--- src/rtl/alu_dispatch.sv ---
// Four-bank request dispatcher in front of a four-lane ALU. Requests go to the lowest
// free bank; silent lanes time out, and completed results return round-robin.
module alu_dispatch #(
    parameter int unsigned TIMEOUT = 8
) (
    input  logic             clk,
    input  logic             rst_n,
    input  logic             req_valid,
    output logic             req_ready,
    input  logic [1:0]       req_command,
    input  logic [31:0]      req_data1,
    input  logic [31:0]      req_data2,
    input  logic [3:0]       req_tag,
    output logic [3:0][65:0] input_packet,
    input  logic [3:0][33:0] output_packet,
    output logic             rsp_valid,
    input  logic             rsp_ready,
    output logic [1:0]       rsp_response,
    output logic [31:0]      rsp_data,
    output logic [3:0]       rsp_tag,
    output logic [1:0]       rsp_bank,
    output logic [3:0]       bank_busy,
    output logic [15:0]      timeout_count
);
    typedef enum logic [1:0] {
        ST_IDLE = 2'd0,
        ST_WAIT = 2'd1,
        ST_DONE = 2'd2
    } bank_state_e;

    localparam logic [1:0] CMD_NOP     = 2'd0;
    localparam logic [1:0] RSP_NONE    = 2'd0;
    localparam logic [1:0] RSP_TIMEOUT = 2'd3;
    localparam logic [3:0] WAIT_LIMIT  = 4'(TIMEOUT);

    bank_state_e state_r [4];
    bank_state_e state_s [4];
    logic [3:0]  wcnt_r  [4];
    logic [3:0]  tag_r   [4];
    logic [1:0]  resp_r  [4];
    logic [31:0] rdata_r [4];
    logic [65:0] pkt_r   [4];
    logic [1:0]  ptr_r;
    logic [1:0]  sel_r;
    logic        lock_r;
    logic [15:0] tocnt_r;

    logic [3:0]  idle_s, done_s, alloc_s, hit_s, expire_s, release_s;
    logic        dispatch_s, alloc_found_s, rr_found_s, handshake_s;
    logic [1:0]  rr_sel_s, rr_idx_s, sel_s;

    function automatic logic [2:0] popcount4(input logic [3:0] v);
        popcount4 = 3'(v[0]) + 3'(v[1]) + 3'(v[2]) + 3'(v[3]);
    endfunction

    function automatic logic [15:0] sat_add16(input logic [15:0] a, input logic [2:0] inc);
        logic [16:0] sum;
        sum = {1'b0, a} + {14'd0, inc};
        sat_add16 = sum[16] ? 16'hFFFF : sum[15:0];
    endfunction

    // Per-bank status decode and lowest-free-bank allocation.
    always_comb begin
        idle_s        = 4'b0000;
        done_s        = 4'b0000;
        hit_s         = 4'b0000;
        expire_s      = 4'b0000;
        alloc_s       = 4'b0000;
        alloc_found_s = 1'b0;
        for (int b = 0; b < 4; b++) begin
            idle_s[b]     = (state_r[b] == ST_IDLE);
            done_s[b]     = (state_r[b] == ST_DONE);
            hit_s[b]      = (state_r[b] == ST_WAIT) && (output_packet[b][33:32] != RSP_NONE);
            expire_s[b]   = (state_r[b] == ST_WAIT) && !hit_s[b] && (wcnt_r[b] >= WAIT_LIMIT);
            alloc_s[b]    = idle_s[b] && !alloc_found_s;
            alloc_found_s = alloc_found_s | idle_s[b];
        end
        req_ready  = |idle_s;
        dispatch_s = req_valid && req_ready && (req_command != CMD_NOP);
    end

    // Round-robin pick among DONE banks; a presented result stays frozen until taken.
    always_comb begin
        rr_found_s = 1'b0;
        rr_sel_s   = 2'd0;
        rr_idx_s   = 2'd0;
        for (int k = 0; k < 4; k++) begin
            rr_idx_s   = ptr_r + 2'(k);
            rr_sel_s   = (done_s[rr_idx_s] && !rr_found_s) ? rr_idx_s : rr_sel_s;
            rr_found_s = rr_found_s | done_s[rr_idx_s];
        end
        sel_s            = lock_r ? sel_r : rr_sel_s;
        rsp_valid        = |done_s;
        handshake_s      = rsp_valid && rsp_ready;
        release_s        = 4'b0000;
        release_s[sel_s] = handshake_s;
        rsp_response     = rsp_valid ? resp_r[sel_s]  : 2'd0;
        rsp_data         = rsp_valid ? rdata_r[sel_s] : 32'd0;
        rsp_tag          = rsp_valid ? tag_r[sel_s]   : 4'd0;
        rsp_bank         = rsp_valid ? sel_s          : 2'd0;
    end

    // Bank FSM next-state.
    always_comb begin
        for (int b = 0; b < 4; b++) begin
            state_s[b] = state_r[b];
            case (state_r[b])
                ST_IDLE: begin
                    if (alloc_s[b] && dispatch_s) begin
                        state_s[b] = ST_WAIT;
                    end else begin
                        state_s[b] = ST_IDLE;
                    end
                end
                ST_WAIT: begin
                    if (hit_s[b] || expire_s[b]) begin
                        state_s[b] = ST_DONE;
                    end else begin
                        state_s[b] = ST_WAIT;
                    end
                end
                ST_DONE: begin
                    if (release_s[b]) begin
                        state_s[b] = ST_IDLE;
                    end else begin
                        state_s[b] = ST_DONE;
                    end
                end
                default: state_s[b] = ST_IDLE;
            endcase
        end
    end

    // Bank state, ALU-facing packet and captured result registers.
    always_ff @(posedge clk or negedge rst_n) begin
        if (!rst_n) begin
            for (int b = 0; b < 4; b++) begin
                state_r[b] <= ST_IDLE;
                wcnt_r[b]  <= 4'd0;
                tag_r[b]   <= 4'd0;
                resp_r[b]  <= 2'd0;
                rdata_r[b] <= 32'd0;
                pkt_r[b]   <= 66'd0;
            end
        end else begin
            for (int b = 0; b < 4; b++) begin
                state_r[b] <= state_s[b];
                case (state_r[b])
                    ST_IDLE: begin
                        if (alloc_s[b] && dispatch_s) begin
                            pkt_r[b]  <= {req_command, req_data1, req_data2};
                            tag_r[b]  <= req_tag;
                            wcnt_r[b] <= 4'd1;
                        end
                    end
                    ST_WAIT: begin
                        // An ALU answer wins over an expiry landing on the same cycle.
                        if (hit_s[b]) begin
                            resp_r[b]  <= output_packet[b][33:32];
                            rdata_r[b] <= output_packet[b][31:0];
                            pkt_r[b]   <= 66'd0;
                        end else if (expire_s[b]) begin
                            resp_r[b]  <= RSP_TIMEOUT;
                            rdata_r[b] <= 32'd0;
                            pkt_r[b]   <= 66'd0;
                        end else begin
                            wcnt_r[b]  <= wcnt_r[b] + 4'd1;
                        end
                    end
                    ST_DONE: ;
                    default: ;
                endcase
            end
        end
    end

    // Round-robin pointer, presentation lock and saturating timeout counter.
    always_ff @(posedge clk or negedge rst_n) begin
        if (!rst_n) begin
            ptr_r   <= 2'd0;
            sel_r   <= 2'd0;
            lock_r  <= 1'b0;
            tocnt_r <= 16'd0;
        end else begin
            lock_r  <= rsp_valid && !rsp_ready;
            sel_r   <= sel_s;
            tocnt_r <= sat_add16(tocnt_r, popcount4(expire_s));
            if (handshake_s) begin
                ptr_r <= sel_s + 2'd1;
            end
        end
    end

    // Packets are held in registers so the ALU sees stable operands.
    always_comb begin
        for (int b = 0; b < 4; b++) begin
            input_packet[b] = pkt_r[b];
        end
    end

    assign bank_busy     = ~idle_s;
    assign timeout_count = tocnt_r;

endmodule
--- config.mk ---
export PLATFORM = sky130hd
export DESIGN_NAME = alu_dispatch
export DESIGN_NICKNAME = d
export VERILOG_FILES = /design/src/rtl/alu_dispatch.sv
export SDC_FILE = /design/constraint.sdc
export NUM_CORES = 1
export LEC_CHECK = 0
export CAP_MARGIN = 20
export CORE_MARGIN = 1
export CORE_UTILIZATION = 45
export DETAILED_ROUTE_END_ITERATION = 12
export MAX_ROUTING_LAYER = met4
export PLACE_DENSITY = 0.74
export SLEW_MARGIN = 40
export SYNTH_ARGS = -nofsm -noshare
export SYNTH_HDL_FRONTEND = slang
export SYNTH_SLANG_ARGS = --single-unit
--- constraint.sdc ---
create_clock -name clk -period 10.75 [get_ports clk]
set_input_delay 1.075 -clock clk [delete_from_list [all_inputs] [get_ports clk]]
set_output_delay 1.075 -clock clk [all_outputs]
set_load 0.1 [all_outputs]
# == Yosys cells after proc, flatten, opt, wreduce, memory -nomap -nowiden ==
# Index checks and enable logic that the tools add are counted.
# word_totals
ff_bits,461
latchBits,0
ram_bits,0
mem_bits_ro,0
mem_count,0
# classes
n_addsub,12
mul,0
div,0
magnitude_cmp,11
n_eq_ne,24
shift,0
n_mux,93
bitwise,7
reduce_logical,77
# op_table
op,n
two-way mux 66 bit,12
case mux 66 bit (2 select lines),4
two-way mux 32 bit,11
binary-select mux 32 bit (select 2 bit),1
two-way mux 4 bit,15
two-way mux 2 bit,25
case mux 4 bit (2 select lines),4
logical AND 1 bit,27
nonzero test 2 bit,13
case mux 2 bit (3 select lines),4
adder 16 x 3 -> 17 bit,1
adder 4 x 1 -> 4 bit (second input constant),4
greater-or-equal comparator 4 bit (second input constant),4
two-way mux 16 bit,1
!= test 2 bit (second input constant),8
AND reduction 2 bit,8
AND reduction 4 bit,4
< comparator 2 x 3 -> 1 bit (second input constant),5
!= test 3 bit (second input constant),4
AND reduction 3 bit,4
logical NOT 1 bit,11
two-way mux 1 bit,9
binary-select mux 1 bit (select 2 bit),4
binary-select mux 4 bit (select 2 bit),1
other kinds (19),40

# == Depth between registers and ports, before layout ==
# depth
word_depth,16
mapped_depth,15

# == Worst setup path before layout ==
# No wires, ideal clock.
# synth_timing
path_kind,register to output
start,register state_r[2] (netlist bit)
end,output rsp_data[24]
arrival_ns,3.401
required_time_ns,9.675
path_slack_ns,6.274
path_stages_with_launch,8
cell_sequence,dfrtp_1 > and2b_1 > nor4_1 > inv_1 > nand2_1 > buf_2 > buf_4 > o22ai_1
# synth_via
elab_cells_between_ends,28
classes_between,eq/ne: 1; mux: 17; bitwise: 3; reduce/logical: 7
# synth_lines
element,line_no,rtl
from (decl),36,bank_state_e state_r [4];
"from (signal, indexed assignment)",147,state_r[b] <= state_s[b];
== test 2 bit,72,done_s[b] = (state_r[b] == ST_DONE);
OR reduction 4 bit,93,rsp_valid = |done_s;
via rsp_valid,16,"output logic rsp_valid,"
two-way mux 32 bit,98,rsp_data = rsp_valid ? rdata_r[sel_s] : 32'd0;
to (decl),19,"output logic [31:0] rsp_data,"
# The timed path passes the listed nets, and every way through them passes these cells. The select of a mux whose other input is x is not followed.

# == Worst setup path after layout ==
# layout_timing
start,register state_r[6] (netlist bit)
end,output rsp_data[3]
# layout_via
elab_chain_cells,14
elab_cells_between_ends,28
classes_between,eq/ne: 1; mux: 17; bitwise: 3; reduce/logical: 7
# layout_lines
element,line_no,rtl
== test 2 bit *,72,
binary-select mux 1 bit (select 2 bit),"89, 90",
two-way mux 1 bit (not written as such),"89, 90",
logical NOT 1 bit / OR 1 bit (equally long branches),"89, 90",
"logical AND 1 bit, or another cell as far along",89,rr_sel_s = (done_s[rr_idx_s] && !rr_found_s) ? rr_idx_s : rr_sel_s;
"two-way mux 2 bit, or another cell as far along",89,
two-way mux 2 bit / logical AND 1 bit (equally long branches),89,
two-way mux 2 bit,89,
two-way mux 2 bit,92,sel_s = lock_r ? sel_r : rr_sel_s;
NOT 2 -> 3 bit (not written as such),98,
binary-select mux 32 bit (select 2 bit),98,
two-way mux 32 bit (not written as such) (2 in series),98,
two-way mux 32 bit *,98,
# Every way passes the cells marked *; elsewhere a longest branch is shown, timed or not. The select of a mux whose other input is x is not followed.

==> impl_summary.md <==
CTS
CTS saw 461 sinks. The number of setup buffers added after CTS is 0. For the worst-skew pair, the clock arrives at the later sink with an insertion delay of 0.61 ns. In this run, CTS created clock tree buffers numbering 52. The depth of the CTS H-tree is 2. The tree is rooted in a sky130_fd_sc_hd__clkbuf_16. TritonCTS built the clock tree. The clock slew seen by the registers of the worst setup and hold paths is 0.06 ns. Gates resized during post-CTS repair numbered 0. The quantity of hold-fixing buffers added after cts is 0. The worst-case clock buffer depth is 3.

Routing
In the routed design, unresolved DRC markers number 0. The detail route stage leaves a number of antenna-violating nets equal to 0. After detailed routing, the number of vias per cell comes to 5.78. For this block, the routed nets add up to 81400 um of wire. The total number of vias is 20500. Dividing the detail-routed wire length by the instance count gives 22.9 um. The number of detailed-routing iterations run before antenna repair is 5. The violation count after the first detailed-routing iteration is 1920.

Yosys
The number of instances in the synthesized netlist is 2474. The total nets after synthesis is 2696. After synthesis the cells add up to 22000 um2. By area the synthesized netlist is led by sky130_fd_sc_hd__dfrtp_1 (52%), sky130_fd_sc_hd__nand2_1 (13%), sky130_fd_sc_hd__o21ai_0 (5.0%). The average instance in the mapped netlist occupies 8.91 um2. The area fraction of the dominant cell type after synthesis is 52.3%.

The number of enable flip-flop cells after synthesis is 0. In the synthesized netlist the async set-or-reset flop fraction comes to 100%. The biggest area contributor in the post-synthesis netlist is sky130_fd_sc_hd__dfrtp_1. After synthesis the netlist holds a flip-flop and latch count of 461.

The count of cell types in the netlist is 52. The sequential cell area fraction in the yosys report is 52.3%. Among all flip-flop cells after synthesis, the most frequent one is sky130_fd_sc_hd__dfrtp_1. The Yosys step of the flow raised 0 warnings.

GRT
Entering global routing, the biggest net connects 110 pins. For this run the aggregate overflow at the end of global routing stands at 0. The first global-routing pass estimated 122000 um of wire. For this run, the total global-route usage over all layers was measured as 33.0%. The number of global-route vias before repair is 19800. The initial antenna violation count is 10.

Timing
The count of pins over their slew limit came to 0. The timing-limited maximum frequency is 0.196 GHz. The final count of hold timing violations was 0.

The share of the clock period used by the worst path is 47.6%. Setup violations remaining at the end of the flow were counted as 0. In this run the tightest slew margin relative to its limit is 41.7%. For the final database, setup skew stands at 0.0224 ns. The actual transition at the worst max-transition pin is 0.874 ns. The setup total negative slack is 0 ns. The clock period minus worst slack is 5.11 ns. Setup repair after global routing left no endpoint under its margin.

Layout
The top cell types in the final layout, fill and taps aside, are sky130_fd_sc_hd__nand2_1 (757), sky130_fd_sc_hd__dfrtp_1 (459), sky130_fd_sc_hd__buf_2 (326), sky130_fd_sc_hd__o21ai_0 (221), sky130_fd_sc_hd__clkdlybuf4s50_1 (208). At the end of the flow the core is filled with cells to 58.3%. The area growth from synthesis to layout is 27.1%. The most common cell after layout, fill and taps aside is sky130_fd_sc_hd__nand2_1. The net count of the finished layout is 3116. The share of layout cells above drive strength 1 is 16.8%.

Die
The floorplan die width is 223 um. The number of placement rows is 80. The die outline area is 49900 um2. The region available for standard cell placement spans 48000 um2.

Pin placement for this block handled 536 I/O pins. Once the floorplan was initialized, standard cells occupied 45.9% of the core. The chip height is 223 um.

Placed design
At the end of routability-driven placement, the weighted congestion stood at 0.913. Port buffering added 535 buffers. The detailed placer's ending HPWL is 55200 um.

Flow run
The max-cap violation count is 0.

Critical path
For the worst setup path, the data arrival time is 4.04 ns. Along the worst path, the maximum fanout reaches 78. The delay contributed by the slowest stage of the critical path is 0.68 ns.

The cell at the slowest stage of the critical path is sky130_fd_sc_hd__buf_4. The type of element capturing the critical path is an output pin. The kind of start point of the critical path is a flop.

The worst setup path is of the flop to output pin kind. The cell family contributing the most delay on the critical path is buffers and inverters. Data on the critical path is required at its endpoint by 9.68 ns. The number of buffer and inverter instances along the worst setup path is 3.

The critical path goes through nand2b_1, o21ai_4, buf_4, a21o_2, buf_6, a311oi_1, o22ai_1, buf_2.

Hold path
The path class of the lowest-slack min-delay path is input pin to async pin.

Outcome
The run finished with clean final reports.
-- cells by family after synthesis --
| kind of cell | count (synthesis) | synth area share, % |
|---|---|---|
| and+or+nand+nor | 1008 | 19.4 |
| xor gates and xnor gates | 15 | 0.596 |
| muxes | 87 | 4.01 |
| AOI/OAI and AO/OA | 585 | 17.3 |
| DFF | 461 | 52.3 |
| buffers and inverters | 306 | 5.56 |
| adders and majority gates | 12 | 0.783 |
-- worst paths after layout --
kind / from / to / slack [ns] / depth (start not counted)
min reg2reg: input_packet[195] / input_packet[195] / 0.46 / 2
max reg2reg: state_r[6] / timeout_count[1] / 6.97 / 12
min in group clk: input_packet[195] / input_packet[195] / 0.46 / 2
max: state_r[6] / rsp_data[3] / 5.64 / 8
max in group asynchronous: rst_n / input_packet[100] / 8.65 / 3
min: rst_n / timeout_count[7] / 0.42 / 1
-- cell usage after synthesis (2+ instances only) --
library cell and n:
sky130_fd_sc_hd__a41oi_1 4, sky130_fd_sc_hd__a211oi_1 2, sky130_fd_sc_hd__clkbuf_1 148, sky130_fd_sc_hd__dfrtp_1 461
sky130_fd_sc_hd__and2b_1 2, sky130_fd_sc_hd__buf_2 46, sky130_fd_sc_hd__a211o_1 5, sky130_fd_sc_hd__nor2_1 44
sky130_fd_sc_hd__a21oi_1 19, sky130_fd_sc_hd__a31oi_1 2, sky130_fd_sc_hd__o21ai_2 2, sky130_fd_sc_hd__o31ai_1 67
sky130_fd_sc_hd__a2111oi_0 76, sky130_fd_sc_hd__or3_1 2, sky130_fd_sc_hd__mux2i_1 77, sky130_fd_sc_hd__nor2b_1 81
sky130_fd_sc_hd__and3_1 9, sky130_fd_sc_hd__nor4_4 4, sky130_fd_sc_hd__xor2_1 10, sky130_fd_sc_hd__mux2_2 10
sky130_fd_sc_hd__o21ai_0 221, sky130_fd_sc_hd__ha_1 9, sky130_fd_sc_hd__o21ai_1 57, sky130_fd_sc_hd__a41o_1 2
sky130_fd_sc_hd__fa_1 3, sky130_fd_sc_hd__buf_1 8, sky130_fd_sc_hd__buf_4 5, sky130_fd_sc_hd__nor3_1 7
sky130_fd_sc_hd__or2_2 8, sky130_fd_sc_hd__nand3_1 75, sky130_fd_sc_hd__o22a_1 4, sky130_fd_sc_hd__inv_1 99
sky130_fd_sc_hd__xnor2_1 5, sky130_fd_sc_hd__a311oi_1 76, sky130_fd_sc_hd__o22ai_1 41, sky130_fd_sc_hd__nand2b_1 10
sky130_fd_sc_hd__nand2_1 758
-- registers in the layout (all words and copies together), names as in the netlist, 8 cells and up --
name	cells
input_packet	264
resp_r	8
state_r	8
tag_r	16
rdata_r	128
timeout_count	16
wcnt_r	16
-- layer usage --
| layer | share of wire, % | vias up | track usage, % |
|---|---|---|---|
| li1 | - | 9336 | - |
| met1 | 39 | 9988 | 40.5 |
| met2 | 47 | 1024 | 51.2 |
| met3 | 8.0 | 195 | 6.40 |
| met4 | 5.6 | 0 | 18.4 |
| met5 | 0 | - | - |
-- final cells by class --
type	instances	area (um2)
Timing Repair Buffer	573	4160
Tap cell	615	769
Sequential cell	461	11500
Clock buffer	76	1500
Fill cell	4256	20000
Clock inverter	16	241
Inverter	99	372
Antenna cell	10	25.0
Multi-Input combinational cell	1707	9410
-- per-stage QoR --
step | hold WS (ns) | std cells | area [um2] | setup slack (ns)
2_1_floorplan | 0.478 | 2474 | 22000 | 6.27
3_3_place_gp | 0.449 | 3448 | 27700 | 5.56
3_5_place_dp | 0.450 | 3454 | 26200 | 5.92
6_report | 0.416 | 3557 | 28000 | 5.64
4_1_cts | 0.463 | 3546 | 27900 | 5.56
5_1_grt | 0.445 | 3557 | 28000 | 5.59
Power is not shown: default switching activity piles up to over one toggle a cycle in this logic, so the estimate is an artifact.
